File: src/rtl/uart_tx.sv
// 16550-style UART transmitter: holding register (or FIFO when TX_FIFO_EN is
// defined) feeding a shift register, OVS baud ticks per serial bit.
module uart_tx #(
    parameter int OVS        = 16,
    parameter int FIFO_DEPTH = 16
) (
    input  logic                        clk,
    input  logic                        reset,
    input  logic                        bclk,
    input  logic [7:0]                  LCR,
    input  logic [7:0]                  thr_data,
    input  logic                        thr_wr,
    output logic                        thr_empty,
    output logic                        tsr_empty,
    output logic                        wr_drop,
`ifdef TX_FIFO_EN
    output logic [$clog2(FIFO_DEPTH):0] tx_fifo_cnt,
`endif
    output logic                        txd
);

    localparam int TW = $clog2(2 * OVS);

    localparam logic [TW-1:0] BIT_LAST    = TW'(OVS - 1);
    localparam logic [TW-1:0] STOP15_LAST = TW'((OVS * 3) / 2 - 1);
    localparam logic [TW-1:0] STOP2_LAST  = TW'(2 * OVS - 1);

    localparam logic [2:0] ST_IDLE   = 3'd0;
    localparam logic [2:0] ST_START  = 3'd1;
    localparam logic [2:0] ST_DATA   = 3'd2;
    localparam logic [2:0] ST_PARITY = 3'd3;
    localparam logic [2:0] ST_STOP   = 3'd4;

    logic [2:0]    state_reg, state_next;
    logic [TW-1:0] tick_reg, tick_next;
    logic [2:0]    bit_reg, bit_next;
    logic [7:0]    tsr_reg, tsr_next;
    logic [5:0]    cfg_reg, cfg_next;
    logic          par_reg, par_next;
    logic          txd_reg, txd_next;
    logic          thr_empty_reg, thr_empty_next;
    logic          tsr_empty_reg, tsr_empty_next;
    logic          wr_drop_reg;

    logic          pop;
    logic          wr_accept;
    logic          src_valid;
    logic [7:0]    src_data;
    logic          src_none_next;

    logic          unused_dlab;
    assign unused_dlab = &{1'b0, LCR[7]};

`ifdef TX_FIFO_EN
    localparam int AW = $clog2(FIFO_DEPTH);

    logic [7:0]  mem [FIFO_DEPTH];
    logic [AW-1:0] wr_ptr_reg, rd_ptr_reg;
    logic [AW:0]   count_reg, count_next;

    // A pop on the same edge frees a slot, so a write into a full FIFO still lands.
    assign wr_accept = thr_wr && (thr_empty_reg || pop);
    assign src_valid = (count_reg != '0);
    assign src_data  = mem[rd_ptr_reg];

    always_comb begin
        count_next = count_reg;
        case ({wr_accept, pop})
            2'b10:   count_next = count_reg + (AW + 1)'(1);
            2'b01:   count_next = count_reg - (AW + 1)'(1);
            default: count_next = count_reg;
        endcase
    end

    assign src_none_next  = (count_next == '0);
    assign thr_empty_next = (count_next < (AW + 1)'(FIFO_DEPTH));

    always_ff @(posedge clk) begin
        if (wr_accept) begin
            mem[wr_ptr_reg] <= thr_data;
        end
    end

    always_ff @(posedge clk) begin
        if (!reset) begin
            wr_ptr_reg <= '0;
            rd_ptr_reg <= '0;
            count_reg  <= '0;
        end else begin
            if (wr_accept) begin
                wr_ptr_reg <= wr_ptr_reg + AW'(1);
            end
            if (pop) begin
                rd_ptr_reg <= rd_ptr_reg + AW'(1);
            end
            count_reg <= count_next;
        end
    end

    assign tx_fifo_cnt = count_reg;
`else
    logic       hold_valid_reg;
    logic [7:0] hold_data_reg;

    assign wr_accept = thr_wr && thr_empty_reg;
    assign src_valid = hold_valid_reg;
    assign src_data  = hold_data_reg;

    assign src_none_next  = !((hold_valid_reg && !pop) || wr_accept);
    assign thr_empty_next = src_none_next;

    always_ff @(posedge clk) begin
        if (!reset) begin
            hold_valid_reg <= 1'b0;
        end else if (wr_accept) begin
            hold_valid_reg <= 1'b1;
        end else if (pop) begin
            hold_valid_reg <= 1'b0;
        end
    end

    always_ff @(posedge clk) begin
        if (wr_accept) begin
            hold_data_reg <= thr_data;
        end
    end
`endif

    // Parity is taken at load time over only the active word-length bits.
    logic [3:0] load_len;
    logic [7:0] load_mask;
    logic       load_xor;
    logic       load_par;

    assign load_len = 4'd5 + {2'b00, LCR[1:0]};

    genvar gi;
    generate
        for (gi = 0; gi < 8; gi++) begin : g_mask
            assign load_mask[gi] = (4'(gi) < load_len);
        end
    endgenerate

    assign load_xor = ^(src_data & load_mask);
    assign load_par = LCR[5] ? ~LCR[4] : (LCR[4] ? load_xor : ~load_xor);

    logic [2:0]    n_last;
    logic [TW-1:0] stop_last;
    logic [TW-1:0] cur_last;
    logic          tick_end;

    assign n_last = 3'd4 + {1'b0, cfg_reg[1:0]};

    always_comb begin
        if (!cfg_reg[2]) begin
            stop_last = BIT_LAST;
        end else if (cfg_reg[1:0] == 2'd0) begin
            stop_last = STOP15_LAST;
        end else begin
            stop_last = STOP2_LAST;
        end
    end

    assign cur_last = (state_reg == ST_STOP) ? stop_last : BIT_LAST;
    assign tick_end = bclk && (tick_reg == cur_last);

    always_comb begin
        logic do_load;
        do_load    = 1'b0;
        state_next = state_reg;
        tick_next  = tick_reg;
        bit_next   = bit_reg;
        tsr_next   = tsr_reg;
        cfg_next   = cfg_reg;
        par_next   = par_reg;
        txd_next   = txd_reg;
        pop        = 1'b0;

        if (bclk && (state_reg != ST_IDLE)) begin
            tick_next = tick_reg + TW'(1);
        end

        case (state_reg)
            ST_IDLE: begin
                txd_next = 1'b1;
                if (src_valid) begin
                    do_load = 1'b1;
                end
            end
            ST_START: begin
                if (tick_end) begin
                    tick_next  = '0;
                    bit_next   = 3'd0;
                    state_next = ST_DATA;
                    txd_next   = tsr_reg[0];
                end
            end
            ST_DATA: begin
                if (tick_end) begin
                    tick_next = '0;
                    if (bit_reg == n_last) begin
                        if (cfg_reg[3]) begin
                            state_next = ST_PARITY;
                            txd_next   = par_reg;
                        end else begin
                            state_next = ST_STOP;
                            txd_next   = 1'b1;
                        end
                    end else begin
                        bit_next = bit_reg + 3'd1;
                        tsr_next = {1'b0, tsr_reg[7:1]};
                        txd_next = tsr_reg[1];
                    end
                end
            end
            ST_PARITY: begin
                if (tick_end) begin
                    tick_next  = '0;
                    state_next = ST_STOP;
                    txd_next   = 1'b1;
                end
            end
            ST_STOP: begin
                if (tick_end) begin
                    tick_next = '0;
                    if (src_valid) begin
                        do_load = 1'b1;
                    end else begin
                        state_next = ST_IDLE;
                        txd_next   = 1'b1;
                    end
                end
            end
            default: begin
                state_next = ST_IDLE;
                tick_next  = '0;
                txd_next   = 1'b1;
            end
        endcase

        // Back-to-back frames reuse this path straight out of STOP, no idle bit.
        if (do_load) begin
            pop        = 1'b1;
            tsr_next   = src_data;
            cfg_next   = LCR[5:0];
            par_next   = load_par;
            tick_next  = '0;
            bit_next   = 3'd0;
            state_next = ST_START;
            txd_next   = 1'b0;
        end
    end

    assign tsr_empty_next = src_none_next && (state_next == ST_IDLE);

    always_ff @(posedge clk) begin
        if (!reset) begin
            state_reg     <= ST_IDLE;
            tick_reg      <= '0;
            bit_reg       <= 3'd0;
            tsr_reg       <= 8'd0;
            cfg_reg       <= 6'd0;
            par_reg       <= 1'b0;
            txd_reg       <= 1'b1;
            thr_empty_reg <= 1'b1;
            tsr_empty_reg <= 1'b1;
            wr_drop_reg   <= 1'b0;
        end else begin
            state_reg     <= state_next;
            tick_reg      <= tick_next;
            bit_reg       <= bit_next;
            tsr_reg       <= tsr_next;
            cfg_reg       <= cfg_next;
            par_reg       <= par_next;
            txd_reg       <= txd_next;
            thr_empty_reg <= thr_empty_next;
            tsr_empty_reg <= tsr_empty_next;
            wr_drop_reg   <= thr_wr && !wr_accept;
        end
    end

    // Break overrides the line after the register so release is immediate.
    assign txd       = txd_reg & ~LCR[6];
    assign thr_empty = thr_empty_reg;
    assign tsr_empty = tsr_empty_reg;
    assign wr_drop   = wr_drop_reg;

endmodule

File: config.mk
export PLATFORM = sky130hd
export DESIGN_NAME = uart_tx
export DESIGN_NICKNAME = d
export VERILOG_FILES = /design/src/rtl/uart_tx.sv
export SDC_FILE = /design/constraint.sdc
export NUM_CORES = 1
export LEC_CHECK = 0
export CELL_PAD_IN_SITES_DETAIL_PLACEMENT = 1
export CELL_PAD_IN_SITES_GLOBAL_PLACEMENT = 2
export CORE_MARGIN = 4
export CORE_UTILIZATION = 40
export CTS_BUF_LIST = sky130_fd_sc_hd__clkbuf_8
export DETAILED_ROUTE_END_ITERATION = 10
export DONT_BUFFER_PORTS = 1
export PLACE_DENSITY_LB_ADDON = 0.1
export SKIP_CTS_REPAIR_TIMING = 1
export SLEW_MARGIN = 30
export SYNTH_ARGS = -nofsm -noshare
export SYNTH_HDL_FRONTEND = slang
export SYNTH_SLANG_ARGS = --single-unit
File: constraint.sdc
create_clock -name clk -period 2.35 [get_ports clk]
set_clock_uncertainty 0.05 [all_clocks]
set_input_delay 0.3525 -clock clk [delete_from_list [all_inputs] [get_ports clk]]
set_output_delay 0.3525 -clock clk [all_outputs]
set_load 0.02 [all_outputs]
# [Word level (Yosys, flattened, before mapping)]
# Index checks and enable logic that the tools add are counted.
[word_totals] inputBits=20 reg_bits=37
[op_classes] reduce_logical=24 muxes=40 n_lt_le_gt_ge=8 add_sub_neg=4 n_bitwise=6 n_eq_ne=15
[op_table] operator="$mux 3" count=11
[op_table] operator="$mux 8" count=4
[op_table] operator="$mux 5" count=4
[op_table] operator="$lt 3x4->1 const A" count=4
[op_table] operator="$mux 1" count=15
[op_table] operator="$pmux 3 s5" count=1
[op_table] operator="$pmux 5 s2" count=1
[op_table] operator="$ne 3x3->1 const B" count=3
[op_table] operator="$and 8x8->8" count=1
[op_table] operator="$lt 1x4->1 const A" count=2
[op_table] operator="$lt 2x4->1 const A" count=2
[op_table] operator="$reduce_bool 2->1" count=4
[op_table] operator="$reduce_xor 8->1" count=1
[op_table] operator="$eq 3x2->1 const B" count=2
[op_table] operator="$logic_and 1x1->1" count=6
[op_table] operator="$logic_not 3->1" count=2
[op_table] operator="$ne 2x2->1 const B" count=3
[op_table] operator="$ne 3x2->1 const B" count=2
[op_table] operator="$pmux 3 s2" count=1
[op_table] operator="$add 5x1->5 const B" count=1
[op_table] operator="$eq 5x5->1" count=1
[op_table] operator="$reduce_and 5->1" count=1
[op_table] operator="$add 3x2->4 const A" count=1
[op_table] operator="$mux 4" count=1
[op_table] operator="18 further kinds" count=23

# [Depth between registers and ports, before layout]
[depth] depth_word=14 ltp_mapped=9 mapped_depth_nobuf=6

# [Worst setup path after synthesis]
# No wires, ideal clock.
[synth_timing] kind="reg2reg" start="register cfg_reg[0]" end="register tick_reg[0]" path_stages_with_launch=8 t_arrival_ns=1.781 path_buffers=1 slack_ns=0.386 setup_ns=0.133 path_cell_list="dfxtp_1 or4b_1 nand3_2 nand2_2 buf_2 o211a_1 o21ai_0 nor2_1"
[synth_via] elab_chain_len=9 elab_cells_between_ends=11
[synth_lines] item="start: declaration" line_no="38" text="logic [5:0] cfg_reg, cfg_next;"
[synth_lines] item="start signal: assignment" line_no="273" text="cfg_reg <= cfg_next;"
[synth_lines] item="$logic_not 2->1 *" line_no="157" text="end else if (cfg_reg[1:0] == 2'd0) begin"
[synth_lines] item="$mux 4 *" line_no="157"
[synth_lines] item="$mux 5 *" line_no="155" text="if (!cfg_reg[2]) begin"
[synth_lines] item="$mux 5 *" line_no="164" text="assign cur_last = (state_reg == ST_STOP) ? stop_last : BIT_LAST;"
[synth_lines] item="$eq 5x5->1 *" line_no="165" text="assign tick_end = bclk && (tick_reg == cur_last);"
[synth_lines] item="$logic_and 1x1->1 *" line_no="165"
[synth_lines] item="$mux 1" line_no="224" text="if (tick_end) begin"
[synth_lines] item="$pmux 1 s2" line_no="183" text="case (state_reg)"
[synth_lines] item="$reduce_or 2->1 (no source line)"
[synth_lines] item="end signal: assignment" line_no="270" text="tick_reg <= tick_next;"
[synth_lines] item="end: declaration" line_no="35" text="logic [TW-1:0] tick_reg, tick_next;"
# Mark *: on every way between the ends. The rest lies on a longest branch, timed or not.
# A chain may end at the register's enable or synchronous reset.

# [Final worst setup path]
[layout_timing] start="register cfg_reg[0]" end="register bit_reg[0]"
[layout_via] elab_chain_len=9 elab_cells_between_ends=15
[layout_lines] item="$logic_not 2->1" line_no="157"
[layout_lines] item="$mux 4" line_no="157"
[layout_lines] item="$mux 5" line_no="155"
[layout_lines] item="$mux 5" line_no="164"
[layout_lines] item="$eq 5x5->1" line_no="165"
[layout_lines] item="$logic_and 1x1->1" line_no="165"
[layout_lines] item="$mux 1" line_no="224"
[layout_lines] item="$pmux 1 s2" line_no="183"
[layout_lines] item="$reduce_or 2->1 (no source line)"
[layout_lines] item="end signal: assignment" line_no="271" text="bit_reg <= bit_next;"
[layout_lines] item="end: declaration" line_no="36" text="logic [2:0] bit_reg, bit_next;"
# Parallel ways exist; a longest one is shown, timed or not.

==> key figures <==
Cells and area
  • Fillers: 481
  • Area occupied by multi-input gates: 853 um2
  • Register area: 821 um2
  • Layout cells sized above 1: 0.118
  • Diodes inserted: 0
  • Final nets: 216
  • Area grow syn2layout: 9.22%
  • Layout Utilization: 0.465

Die
  • Effective utilization at floorplan: 0.425
  • CORE AREA: 0.00412 mm2
  • Die Width: 74.2 um
  • Die Ht: 74.2 um
  • Site row count: 23
  • Die area: 0.00550 mm2
  • IO Count: 24

STA
  • Final hold vios: 0
  • RSZ-0062 raised after global routing: no
  • F_max: 483 MHz
  • Tightest Pin Transition: 0.470 ns
  • Setup tns final: 0 ns
  • Setup violators final: 0
  • Fin worst setup slack: 0.281 ns
  • Fin crit share: 0.880
  • Max-slew headroom: 0.686
  • Pins Over Slew Limit: 0
  • Min cycle time layout: 2.07 ns

Yosys
  • Post-synthesis sequential area ratio: 0.469
  • Synth Area in XOR/XNOR: 0.0779
  • Synth Area in Compound Gates: 0.167
  • Mapped Nets: between 200 and 250
  • Synth Area per Inst: 9.36 um2
  • Synthesized area: 0.00175 mm2
  • Post-synthesis adder-cell area fraction: 0.0143
  • Warnings from Yosys: 0
  • Post-synth EDFFs: 8
  • Mapped Cells: 187
  • Post-synth top flop: dfxtp_1
  • Yosys reg bits: 37
  • Post-synthesis async set-or-reset flop share: 0
  • Post-synthesis mux area share: 0.0172
  • Simple-gate area share of the yosys netlist: 0.212
  • Largest family of logic cells by synthesized area: simple AND/OR/NAND/NOR gates
  • Unique cell type count in the Yosys netlist: 49

CTS
  • CTS Buf Count: 5
  • Clock Root Buffer: clkbuf_8
  • CTS clk-pin slew, worst paths: ~0.080 ns
  • Clock sinks: 37
  • CTS tree: built
  • Longest Clk Path Bufs: 2
  • Worst-Skew Late Latency: 0.28 ns
  • H-tree Lvls: 2

Status
  • Status: complete, no violations

Detailed routing
  • DR vias/cell: 5.71
  • Number of detailed-route iterations in the first pass: 4
  • Via count: 1399
  • 1st-iter DRT viols: between 60 and 70
  • DRT Wirelength: 4040 um
  • DRC viols: 0
  • Wirelength per Cell: 16.5 um
  • Post-route ant nets: 0

Setup path
  • Critical Path Slowest Stage Cell: or4b_1
  • Endpoint class of the critical path: flop
  • Worst-path cell chain: or4b_1 > nand3_2 > a21oi_2 > or3b_2 > a21oi_1 > nor3_1
  • Crit path launch type: flop
  • Top Family by Delay on Critical Path: simple AND/OR/NAND/NOR gates
  • Critical path buffers and inverters: 0
  • CP max stage delay: 0.55 ns
  • Critical path data arrival time: between 2 and 2.5 ns
  • Worst Path Max Fanout: 5
  • Critical path class: flop to flop
  • CP required: 2.46 ns

Place
  • Hpwl dp: 3060 um
  • Setup WS pre-CTS: between 0.2 and 0.3 ns
  • Placer Congestion: 0.886
  • Input/output buffers: 0

GRT
  • Met2 usage: 0.291
  • Global-route wire length before repair: 6950 um
  • Initial antenna violation count: 0
  • Vias in the first global route: 1466
  • Met1 capacity usage during global routing: 0.200
  • Met3 Usage GRT: 0.0405
  • Largest net degree at the start of global routing: 14
  • GRT Util Overall: 0.166
  • GR peak layer: met2
  • GR Overflow Total: 0

Power and ir drop
  • PwrDens: 651 mW/mm2
  • Leakage: 0.676 nW
  • Peak VDD IR: between 0.3 and 0.4 mV

Hold path
  • Worst Hold Class: primary input to flop

Job
  • Max cap viols: 0
[synthesized netlist by cell type, types with 3 or more instances]
cell type	number	area share
dfxtp_1	29	0.33
o21ai_0	8	0.023
nor3_1	5	0.014
nand3_1	11	0.031
a22oi_1	6	0.026
xnor2_1	9	0.045
nand2_1	20	0.043
inv_1	6	0.013
buf_2	4	0.011
clkbuf_1	3	0.0064
nand4_1	3	0.011
a21oi_1	15	0.043
mux2i_1	3	0.017
nor2_1	14	0.030
xor2_1	4	0.020
edfxtp_1	8	0.14
[layout make-up]
class | count | share of cell area
inverters | 7 | 0.0137
repair buffers | 9 | 0.0353
clock inverters | 3 | 0.00654
multi-input cells | 134 | 0.446
clock buffers | 5 | 0.0360
flip-flops and latches | 37 | 0.429
well taps | 50 | 0.0327
[layer usage]
metal,up-vias,routed length (um)
met4,0,48
met3,4,207
met5,-,0
met1,689,1700
li1,680,-
met2,26,2080
[worst paths after layout]
| path | startpoint | to | slack, ns | depth (start not counted) |
|---|---|---|---|---|
| worst max-delay path | cfg_reg[0]$_SDFFE_PN0N_ | bit_reg[0]$_SDFFE_PP0P_ | 0.28 | 6 |
| worst min-delay path | reset | txd_reg$_SDFFE_PN1P_ | 0.09 | 1 |
| worst max register to register | cfg_reg[0]$_SDFFE_PN0N_ | bit_reg[0]$_SDFFE_PP0P_ | 0.28 | 6 |
| worst min register to register | tsr_reg[6]$_SDFFE_PN0P_ | tsr_reg[6]$_SDFFE_PN0P_ | 0.42 | 2 |
[metrics by stage]
stage / cell area, um2 / total power (W) / instances / hold WS [ns]
finish: 1910 / 0.00124 / 245 / 0.0896
global route: 1910 / 0.00130 / 245 / 0.0841
CTS: 1910 / 0.00126 / 245 / 0.0815
detailed placement: 1830 / 0.000843 / 237 / 0.384
global placement: 1830 / 0.000839 / 237 / 0.380
floorplan: 1750 / 0.000814 / 187 / 0.382
[where the power goes]
group | internal, W | total [W] | switching, W | leakage [nW]
clock network | 0.000200 | 0.000418 | 0.000218 | 0.0430
registers | 0.000680 | 0.000704 | 0.0000235 | 0.313
logic | 0.0000571 | 0.000123 | 0.0000656 | 0.320
total | 0.000937 | 0.00124 | 0.000307 | 0.676
[worst register-to-register path: cells and delay by family (launching register included)]
family	cells	cell delay, ns
AO/OA/AOI/OAI	2	0.35
AND/OR/NAND/NOR	4	1.20
flip-flops	1	0.35
[layout by cell type, fill, tap and decap left out, drive strengths merged, types with 2 or more instances in the layout]
| cell type | instances |
|---|---|
| nor3 | 6 |
| xor2 | 4 |
| nor2 | 14 |
| xnor2 | 9 |
| nand2 | 21 |
| or3 | 2 |
| mux2i | 3 |
| clkinv | 4 |
| inv | 6 |
| ha | 2 |
| a21oi | 16 |
| o21ai | 8 |
| nand3 | 12 |
| a22oi | 6 |
| and3 | 2 |
| a21boi | 2 |
| nand4 | 3 |
| nor2b | 2 |
| buf | 9 |
| dfxtp | 29 |
| nand2b | 2 |
| edfxtp | 8 |
| clkbuf | 5 |
| or2 | 2 |
| o211ai | 2 |
[logic make-up (layout without fill, tap and decap cells)]
group,Yosys count,after routing
DFF,37,37
xor gates and xnor gates,14,14
and+or+nand+nor,72,72
AOI/OAI and AO/OA,43,43
buffers and inverters,16,24
muxes,3,3
adders and majority gates,2,2
Note: power is estimated with default switching activity, not from simulation.
